`src/rtl/pico_master.sv`:
```
// ---------------------------------------------------------------------------
// pico_master
//
// Bridges a valid/ready command/response pair onto a simple single-beat
// memory bus (valid/ready with byte strobes). At most one transaction is in
// flight at a time. A transaction moves through three states:
//   IDLE : cmd_ready high; a command is latched as soon as cmd_valid is seen
//   BUS  : mem_valid high with the latched address/data/strobes held steady
//          until the slave answers with mem_ready or the wait budget runs out
//   RESP : resp_valid high with the result held until resp_ready
//
// Peak throughput is one transaction every three cycles.
//
// Parameters
//   ADDR_W  : width of cmd_addr / mem_addr
//   TIMEOUT : BUS cycles tolerated without mem_ready before an error
//             response (0..255, 0 disables the timeout)
//
// Ports
//   clk, rst                 : clock, asynchronous active-high reset
//   cmd_valid / cmd_ready    : command handshake
//   cmd_we, cmd_wstrb,
//   cmd_addr, cmd_wdata      : command payload (strobes ignored for reads)
//   resp_valid / resp_ready  : response handshake
//   resp_rdata, resp_err     : read data (0 for writes/errors), timeout flag
//   mem_valid, mem_wstrb,
//   mem_addr, mem_wdata      : bus request toward the slave
//   mem_ready, mem_rdata     : slave completion and read data
// ---------------------------------------------------------------------------
module pico_master #(
  parameter int ADDR_W  = 8,
  parameter int TIMEOUT = 15
) (
  input  logic              clk,
  input  logic              rst,

  input  logic              cmd_valid,
  output logic              cmd_ready,
  input  logic              cmd_we,
  input  logic [3:0]        cmd_wstrb,
  input  logic [ADDR_W-1:0] cmd_addr,
  input  logic [31:0]       cmd_wdata,

  output logic              resp_valid,
  input  logic              resp_ready,
  output logic [31:0]       resp_rdata,
  output logic              resp_err,

  output logic              mem_valid,
  output logic [3:0]        mem_wstrb,
  output logic [ADDR_W-1:0] mem_addr,
  output logic [31:0]       mem_wdata,
  input  logic              mem_ready,
  input  logic [31:0]       mem_rdata
);

  typedef enum logic [1:0] {
    IDLE = 2'd0,
    BUS  = 2'd1,
    RESP = 2'd2
  } state_t;

  localparam logic [7:0] TIMEOUT_LIMIT = 8'(TIMEOUT);
  localparam bit         TIMEOUT_EN    = (TIMEOUT != 0);

  state_t     state;
  logic [7:0] wait_cnt;
  // Remembers the direction separately: a write with all strobes clear must
  // still answer with zero data, so mem_wstrb alone cannot tell reads apart.
  logic       is_write;

  // All outputs are registers updated together with the state, so each
  // handshake signal is a clean flop output with no decode logic behind it.
  // NOTE: sequential state is assigned with non-blocking (<=) only, so every
  // register in this block sees the pre-edge value of every other register.
  always_ff @(posedge clk or posedge rst) begin
    if (rst) begin
      state      <= IDLE;
      cmd_ready  <= 1'b1;
      mem_valid  <= 1'b0;
      mem_wstrb  <= 4'h0;
      mem_addr   <= '0;
      mem_wdata  <= 32'h0;
      resp_valid <= 1'b0;
      resp_rdata <= 32'h0;
      resp_err   <= 1'b0;
      wait_cnt   <= 8'h0;
      is_write   <= 1'b0;
    end else begin
      case (state)
        IDLE: begin
          if (cmd_valid) begin
            mem_addr  <= cmd_addr;
            mem_wdata <= cmd_wdata;
            // Reads never drive byte enables onto the bus.
            mem_wstrb <= cmd_we ? cmd_wstrb : 4'h0;
            is_write  <= cmd_we;
            wait_cnt  <= 8'h0;
            cmd_ready <= 1'b0;
            mem_valid <= 1'b1;
            state     <= BUS;
          end
        end

        BUS: begin
          // Completion is tested first so a mem_ready arriving in the very
          // cycle the timeout would fire still yields a good response.
          if (mem_ready) begin
            resp_rdata <= is_write ? 32'h0 : mem_rdata;
            resp_err   <= 1'b0;
            mem_valid  <= 1'b0;
            resp_valid <= 1'b1;
            state      <= RESP;
          end else if (TIMEOUT_EN && (wait_cnt == TIMEOUT_LIMIT)) begin
            resp_rdata <= 32'h0;
            resp_err   <= 1'b1;
            mem_valid  <= 1'b0;
            resp_valid <= 1'b1;
            state      <= RESP;
          end else begin
            // Free-running 8-bit count; wrapping only matters with the
            // timeout disabled, where the value is never compared.
            wait_cnt <= wait_cnt + 8'd1;
          end
        end

        RESP: begin
          if (resp_ready) begin
            resp_valid <= 1'b0;
            cmd_ready  <= 1'b1;
            state      <= IDLE;
          end
        end

        // NOTE: the unused encoding (2'd3) is steered back to a clean IDLE so
        // a corrupted state register cannot lock the bridge up.
        default: begin
          state      <= IDLE;
          cmd_ready  <= 1'b1;
          mem_valid  <= 1'b0;
          resp_valid <= 1'b0;
        end
      endcase
    end
  end

endmodule

```
`config.mk`:
```
export PLATFORM = sky130hd
export DESIGN_NAME = pico_master
export DESIGN_NICKNAME = d
export VERILOG_FILES = /design/src/rtl/pico_master.sv
export SDC_FILE = /design/constraint.sdc
export NUM_CORES = 1
export LEC_CHECK = 0
export CORE_MARGIN = 2
export CORE_UTILIZATION = 30
export CTS_BUF_LIST = sky130_fd_sc_hd__clkbuf_4 sky130_fd_sc_hd__clkbuf_8
export DETAILED_ROUTE_END_ITERATION = 12
export SYNTH_ARGS = -nofsm -noshare
export SYNTH_HDL_FRONTEND = slang
export SYNTH_SLANG_ARGS = --single-unit
```
`constraint.sdc`:
```
create_clock -name clk -period 5.2 [get_ports clk]
set_input_delay 1.04 -clock clk [delete_from_list [all_inputs] [get_ports clk]]
set_output_delay 1.04 -clock clk [all_outputs]
set_load 0.1 [all_outputs]
```
==> reports/summary.log, run 1 <==
INFO  worst_setup_path critical_path_peak_fanout=3
INFO  sta            timing.slew.headroom=26.7%
INFO  logic_synthesis leading_register_cell_type_out_of_synthesis=sky130_fd_sc_hd__dfrtp_1
INFO  worst_setup_path worst_path_slowest_cell=sky130_fd_sc_hd__clkdlybuf4s50_1
INFO  cells_and_area layout-area-overhead-vs-synth=48.2%
INFO  worst_setup_path cpPeakStageDelay=1.13ns
INFO  worst_setup_path critPathKind=flip-flop to primary output
INFO  grt            grt_pass1_vias=3,788
INFO  logic_synthesis ys_ff_latch=91
INFO  drt            route.detailed.drc=0
INFO  sta            report.final.setup_viol=0
INFO  sta            fmaxAchievable=324MHz
INFO  clocking       cts_resized=0
INFO  clocking       insertion_delay=0.38ns
INFO  die            starting_utilization_of_the_core_area=30.8%
INFO  logic_synthesis syn_inst=478
INFO  clocking       hold_buffers=0
INFO  logic_synthesis post_synthesis_sequential_area_ratio=55.6%
INFO  clocking       ctsLongestPathBuffers=2
INFO  clocking       cts-htree-levels=3
INFO  hold_path      hold_depth=2
INFO  grt            grt_start_max_net_pins=56
INFO  cells_and_area finalCoreUtilization=45.7%
INFO  grt            grt_antenna_before_repair=0
INFO  drt            first_iter_violations=174
INFO  worst_setup_path timing.critical_path.max_delay_family=buffers and inverters
INFO  cells_and_area layout-drive-gt1-share=4.62%
INFO  die            floorplan.die_area=0.0146mm^2
INFO  logic_synthesis proportion_of_register_bits_with_asynchronous_set_or_reset_after_synthesis=100%
INFO  worst_setup_path rr_endpoint=wait_cnt[7]
INFO  placed_design  dpl_cell_area=0.00584mm^2
INFO  cells_and_area layout_cell_area_excl_fill=0.00607mm^2
INFO  worst_setup_path arrival=2.05ns
INFO  worst_setup_path critical_path_required=4.16ns
INFO  worst_setup_path reg2reg_depth=3
INFO  placed_design  dp_worst_setup_slack=2.07ns
INFO  clocking       cts_buffers=9
INFO  die            die-width=121um
INFO  clocking       clock_sink_count=91
INFO  status         run_status=completed
INFO  logic_synthesis syn_nets=561
INFO  die            fp-row-count=42
INFO  hold_path      holdCritStartpoint=mem_wdata[2]
INFO  clocking       clockRootBuffer=sky130_fd_sc_hd__clkbuf_8
INFO  logic_synthesis synth.distinct_cells=39
INFO  placed_design  buffer_ports.inserted=161
INFO  die            fp.dieH=121um
INFO  sta            totalNegativeSetupSlack=0ns
INFO  sta            layout_worst_path_cycle_share=59.4%
INFO  sta            worst_slack=2.11ns
INFO  logic_synthesis synth_enable_flop_cells=0
INFO  hold_path      hold-path-endpoint=mem_wdata[2]
INFO  drt            detailroute.via_count=3,709
INFO  clocking       tritoncts_clock_tree=yes
INFO  grt            grt-ovfl-total=0
INFO  sta            final-max-slew-violation-count=0
INFO  sta            final_hold_viol_count=0
INFO  die            ioPinCount=162
INFO  hold_path      worst_hold_path_type=flip-flop to flip-flop
INFO  drt            postRouteWirelength=11,300um
INFO  cells_and_area nNetsFinal=706
INFO  cells_and_area antenna-diode-count=0
INFO  worst_setup_path regToRegSetupSlack=2.98ns
INFO  logic_synthesis avgSynthCellArea=8.57um^2
INFO  grt            globalRouteTotalUtil=16.1%
INFO  drt            drt.antenna.violating_nets=0
INFO  worst_setup_path worst_setup_path_end_kind=primary output
INFO  die            core_region_area=0.0133mm^2
INFO  worst_setup_path cp.buffers_inverters=1
INFO  placed_design  routabilityCongestion=0.759
INFO  logic_synthesis synthesis.yosys.warnings=0
INFO  sta            timing_worst_slew_pin_value=1.10ns
INFO  worst_setup_path start_kind=flip-flop
INFO  worst_setup_path timing.rr.start=state[0]
INFO  clocking       clock_slew_at_reported_path_ffs=0.09ns
INFO  clocking       cts_setup_buffers=0
INFO  sta            min_period=3.09ns
INFO  flow_run       maxCapViolCount=0
INFO  logic_synthesis netlist_area=0.00410mm^2
INFO  drt            drtPass1Iterations=4
INFO  sta            finalClockSkew=0.0140ns
INFO  placed_design  hpwl=7580um
INFO  grt            wire_length_of_the_first_global_routing_pass=18,500um
INFO  sta            grt_setup_unrepaired=no
INFO  drt            viasPerCell=4.61
INFO  worst_setup_path path_cells=clkdlybuf4s50_1
INFO  drt            wl_per_cell=14.0um
## placed cells by master, fill, tap and decap left out, types with 2 or more instances in the layout
cell,count
sky130_fd_sc_hd__buf_4,6
sky130_fd_sc_hd__or3_1,2
sky130_fd_sc_hd__inv_8,2
sky130_fd_sc_hd__clkbuf_8,9
sky130_fd_sc_hd__mux2i_1,3
sky130_fd_sc_hd__a21oi_1,6
sky130_fd_sc_hd__clkinv_4,2
sky130_fd_sc_hd__bufinv_16,2
sky130_fd_sc_hd__dfrtp_1,90
sky130_fd_sc_hd__nand2_1,201
sky130_fd_sc_hd__nor2b_1,34
sky130_fd_sc_hd__nand4_1,2
sky130_fd_sc_hd__nor2_1,4
sky130_fd_sc_hd__nand3_1,40
sky130_fd_sc_hd__o21ai_1,5
sky130_fd_sc_hd__inv_1,2
sky130_fd_sc_hd__clkdlybuf4s50_1,161
sky130_fd_sc_hd__o21ai_0,33
## cells in the mapped netlist (2+ instances only)
master,instances,area [um^2]
sky130_fd_sc_hd__o21ai_1,5,25.0
sky130_fd_sc_hd__buf_2,15,75.1
sky130_fd_sc_hd__a21oi_1,6,30.0
sky130_fd_sc_hd__inv_1,3,11.3
sky130_fd_sc_hd__buf_1,2,7.51
sky130_fd_sc_hd__nor2_1,4,15.0
sky130_fd_sc_hd__buf_6,2,22.5
sky130_fd_sc_hd__clkbuf_1,13,48.8
sky130_fd_sc_hd__nand4_1,2,12.5
sky130_fd_sc_hd__nand2_1,201,754
sky130_fd_sc_hd__dfrtp_1,90,2250
sky130_fd_sc_hd__or3_1,2,12.5
sky130_fd_sc_hd__o21ai_0,33,165
sky130_fd_sc_hd__nand3_1,40,200
sky130_fd_sc_hd__nor2b_1,34,213
sky130_fd_sc_hd__mux2i_1,3,30.0
## final cells by class
type	instances	area, um^2
Multi-Input combinational cell	351	1670
Fill cell	1277	7220
Clock inverter	7	109
Sequential cell	91	2280
Tap cell	176	220
Clock buffer	9	124
Inverter	3	13.8
Timing Repair Buffer	167	1660
## logic make-up (layout without fill, tap and decap cells)
group / Yosys count / after routing / synth area share (%)
fa+ha+maj: 1 / 1 / 0.305
xor+xnor: 1 / 1 / 0.214
mux: 3 / 3 / 0.733
simple gates: 294 / 294 / 31.9
flops: 91 / 91 / 55.6
buf+inv: 36 / 186 / 4.15
compound gates: 52 / 52 / 7.11
## flip-flops by register name (all words and copies together), names as in the netlist, 2 cells and up
register / count
mem_wdata: 32
resp_rdata: 32
mem_addr: 8
wait_cnt: 8
mem_wstrb: 4
state: 2
## metrics by stage
stage / hold slack [ns] / cells
after global placement: 0.450 / 788
after floorplan: 0.445 / 478
final: 0.479 / 804
after detailed placement: 0.461 / 788
after global routing: 0.497 / 804
after CTS: 0.483 / 804
## worst max-delay path by stage
stage,startpoint,cells after the start,to,slack (ns)
after global placement,cmd_valid,4,wait_cnt[7],2.18
after floorplan,rst,1,is_write,1.80
final,cmd_ready,1,cmd_ready,2.11
after detailed placement,cmd_valid,4,wait_cnt[7],2.07
after CTS,cmd_ready,1,cmd_ready,2.08
after global routing,cmd_ready,1,cmd_ready,2.05
## worst reg2reg max path, stage by stage (launching register included)
cell                       delay [ns]
sky130_fd_sc_hd__dfrtp_1         0.62
sky130_fd_sc_hd__or3b_2          0.92
sky130_fd_sc_hd__o311ai_0        0.41
sky130_fd_sc_hd__o41ai_1         0.16
## layer usage
layer / global-route usage, % / wire length (um)
met4: 6.98 / 195
met3: 6.25 / 1170
met2: 24.6 / 4880
met5: 0 / 0
met1: 20.1 / 5040
Power of run 1 is left out: the tool's default activity adds up to more than one toggle a clock period on the data nets, which glitch-free logic cannot reach.
==> run 2, diff against run 1 <==
==> constraint.sdc (replaced) <==
create_clock -name clk -period 3.1 [get_ports clk]
set_input_delay 0.62 -clock clk [delete_from_list [all_inputs] [get_ports clk]]
set_output_delay 0.62 -clock clk [all_outputs]
set_load 0.1 [all_outputs]
==> run 2 against run 1 <==
- first-iteration DRC count grew 0.57%
- worst setup slack lost 1.1 ns
- hold slack gained 0.00079 ns
- utilization shrank 1.6 points
- register-to-register slack lost 1.8 ns
- critical endpoint is now mem_wdata[14]
==> reports/summary.log, run 2 (synthesis gave the netlist of run 1 again) <==
INFO  grt            grt_antenna_before_repair=0
INFO  drt            detailroute.via_count=3,751
INFO  clocking       cts_buffers=9
INFO  sta            report.final.setup_viol=0
INFO  drt            postRouteWirelength=11,200um
INFO  die            fp-row-count=42
INFO  worst_setup_path worst_setup_path_end_kind=flip-flop
INFO  worst_setup_path critical_path_required=3.35ns
INFO  worst_setup_path timing.rr.start=state[0]
INFO  sta            layout_worst_path_cycle_share=68.7%
INFO  die            floorplan.die_area=0.0146mm^2
INFO  sta            min_period=2.13ns
INFO  worst_setup_path timing.critical_path.max_delay_family=simple AND/OR/NAND/NOR gates
INFO  sta            fmaxAchievable=470MHz
INFO  grt            grt_pass1_vias=3,871
INFO  placed_design  buffer_ports.inserted=161
INFO  worst_setup_path critical_path_peak_fanout=29
INFO  die            starting_utilization_of_the_core_area=30.8%
INFO  cells_and_area layout-drive-gt1-share=17.7%
INFO  clocking       tritoncts_clock_tree=yes
INFO  drt            wl_per_cell=13.9um
INFO  clocking       clock_sink_count=91
INFO  sta            grt_setup_unrepaired=no
INFO  die            fp.dieH=121um
INFO  die            ioPinCount=162
INFO  sta            timing.slew.headroom=58.9%
INFO  sta            final-max-slew-violation-count=0
INFO  clocking       cts-htree-levels=3
INFO  cells_and_area layout-area-overhead-vs-synth=43.0%
INFO  sta            finalClockSkew=0.00690ns
INFO  clocking       clockRootBuffer=sky130_fd_sc_hd__clkbuf_8
INFO  grt            grt-ovfl-total=0
INFO  clocking       clock_slew_at_reported_path_ffs=0.09ns
INFO  sta            final_hold_viol_count=0
INFO  hold_path      holdCritStartpoint=mem_wstrb[0]
INFO  worst_setup_path worst_path_slowest_cell=sky130_fd_sc_hd__or3b_2
INFO  drt            viasPerCell=4.65
INFO  grt            globalRouteTotalUtil=16.0%
INFO  drt            route.detailed.drc=0
INFO  cells_and_area most-common-layout-cells=sky130_fd_sc_hd__nand2_1 (201), sky130_fd_sc_hd__dfrtp_1 (90), sky130_fd_sc_hd__buf_4 (90)
INFO  drt            drt.antenna.violating_nets=0
INFO  grt            grt_start_max_net_pins=50
INFO  placed_design  routabilityCongestion=0.759
INFO  clocking       hold_buffers=0
INFO  worst_setup_path crit_start=cmd_valid
INFO  worst_setup_path path_cells=clkdlybuf4s50_1, or3b_2, buf_4, nand2_1, nand2_1
INFO  status         run_status=completed
INFO  drt            drtPass1Iterations=5
INFO  drt            first_iter_violations=175
INFO  clocking       ctsLongestPathBuffers=2
INFO  worst_setup_path start_kind=primary input
INFO  worst_setup_path cp.buffers_inverters=2
INFO  grt            wire_length_of_the_first_global_routing_pass=18,800um
INFO  hold_path      worst_hold_path_type=flip-flop to flip-flop
INFO  clocking       cts_setup_buffers=0
INFO  cells_and_area layout_commonest_cell=sky130_fd_sc_hd__nand2_1
INFO  worst_setup_path arrival=2.37ns
INFO  cells_and_area antenna-diode-count=0
INFO  die            core_region_area=0.0133mm^2
INFO  cells_and_area largest_registers_ranked_by_flip_flop_count=mem_wdata (32), resp_rdata (32)
INFO  worst_setup_path cpPeakStageDelay=0.74ns
INFO  cells_and_area nNetsFinal=710
INFO  clocking       insertion_delay=0.35ns
INFO  worst_setup_path critPathMostFrequentCell=sky130_fd_sc_hd__nand2_1
INFO  clocking       cts_resized=0
INFO  die            die-width=121um
INFO  sta            timing_worst_slew_pin_value=0.617ns
INFO  worst_setup_path critPathKind=primary input to flip-flop
INFO  placed_design  hpwl=7740um
INFO  flow_run       maxCapViolCount=0
INFO  sta            totalNegativeSetupSlack=0ns
-- run 2: changes by cell type in the layout (fill, tap and decap cells not counted) --
cell / change
sky130_fd_sc_hd__inv_8: -2
sky130_fd_sc_hd__clkdlybuf4s50_1: -80
sky130_fd_sc_hd__clkinv_2: +1
sky130_fd_sc_hd__inv_6: -1
sky130_fd_sc_hd__clkinvlp_4: +2
sky130_fd_sc_hd__bufinv_16: -1
sky130_fd_sc_hd__buf_4: +84
-- run 2: worst paths after layout --
| kind | to | slack (ns) | cells after the start |
|---|---|---|---|
| worst max-delay path | mem_wdata[14] | 0.97 | 5 |
| min in group asynchronous | mem_wdata[25] | 0.69 | 2 |
| worst max register to register | mem_wdata[14] | 1.14 | 4 |
| max in group asynchronous | cmd_ready | 1.72 | 3 |
| worst min-delay path | mem_wstrb[0] | 0.48 | 2 |
| worst min register to register | mem_wstrb[0] | 0.48 | 2 |
-- run 2: metal layers --
layer | vias up | global-route usage (%) | wire (um)
li1 | 1835 | - | -
met1 | 1762 | 21.4 | 5330
met2 | 145 | 24.2 | 4730
met3 | 9 | 4.79 | 1020
met4 | 0 | 6.32 | 157
met5 | - | 0 | 0
-- run 2: cell type report --
cell class	instances	area, um^2
clock inverter	6	67.6
inverter	3	13.8
fill	1307	7430
multi-input combinational	351	1670
timing repair buffer	171	1490
tap	176	220
clock buffer	9	124
sequential	91	2280
-- run 2: through the flow --
step	cells	setup slack, ns	utilization, %	hold slack [ns]	area (um^2)
after floorplan	478	0.118	-	0.445	4100
after global placement	792	0.622	42.6	0.455	5670
after detailed placement	792	0.582	42.6	0.460	5670
after CTS	807	0.984	44.1	0.486	5860
after global routing	807	0.891	44.1	0.514	5860
final	807	0.971	44.1	0.480	5860
-- run 2: worst register-to-register path: cells and delay by family (launching register included) --
family	cells	cell delay, ns
buffers and inverters	1	0.34
flip-flops	1	0.54
AND/OR/NAND/NOR	3	0.97
Power of run 2 is left out for the same reason.
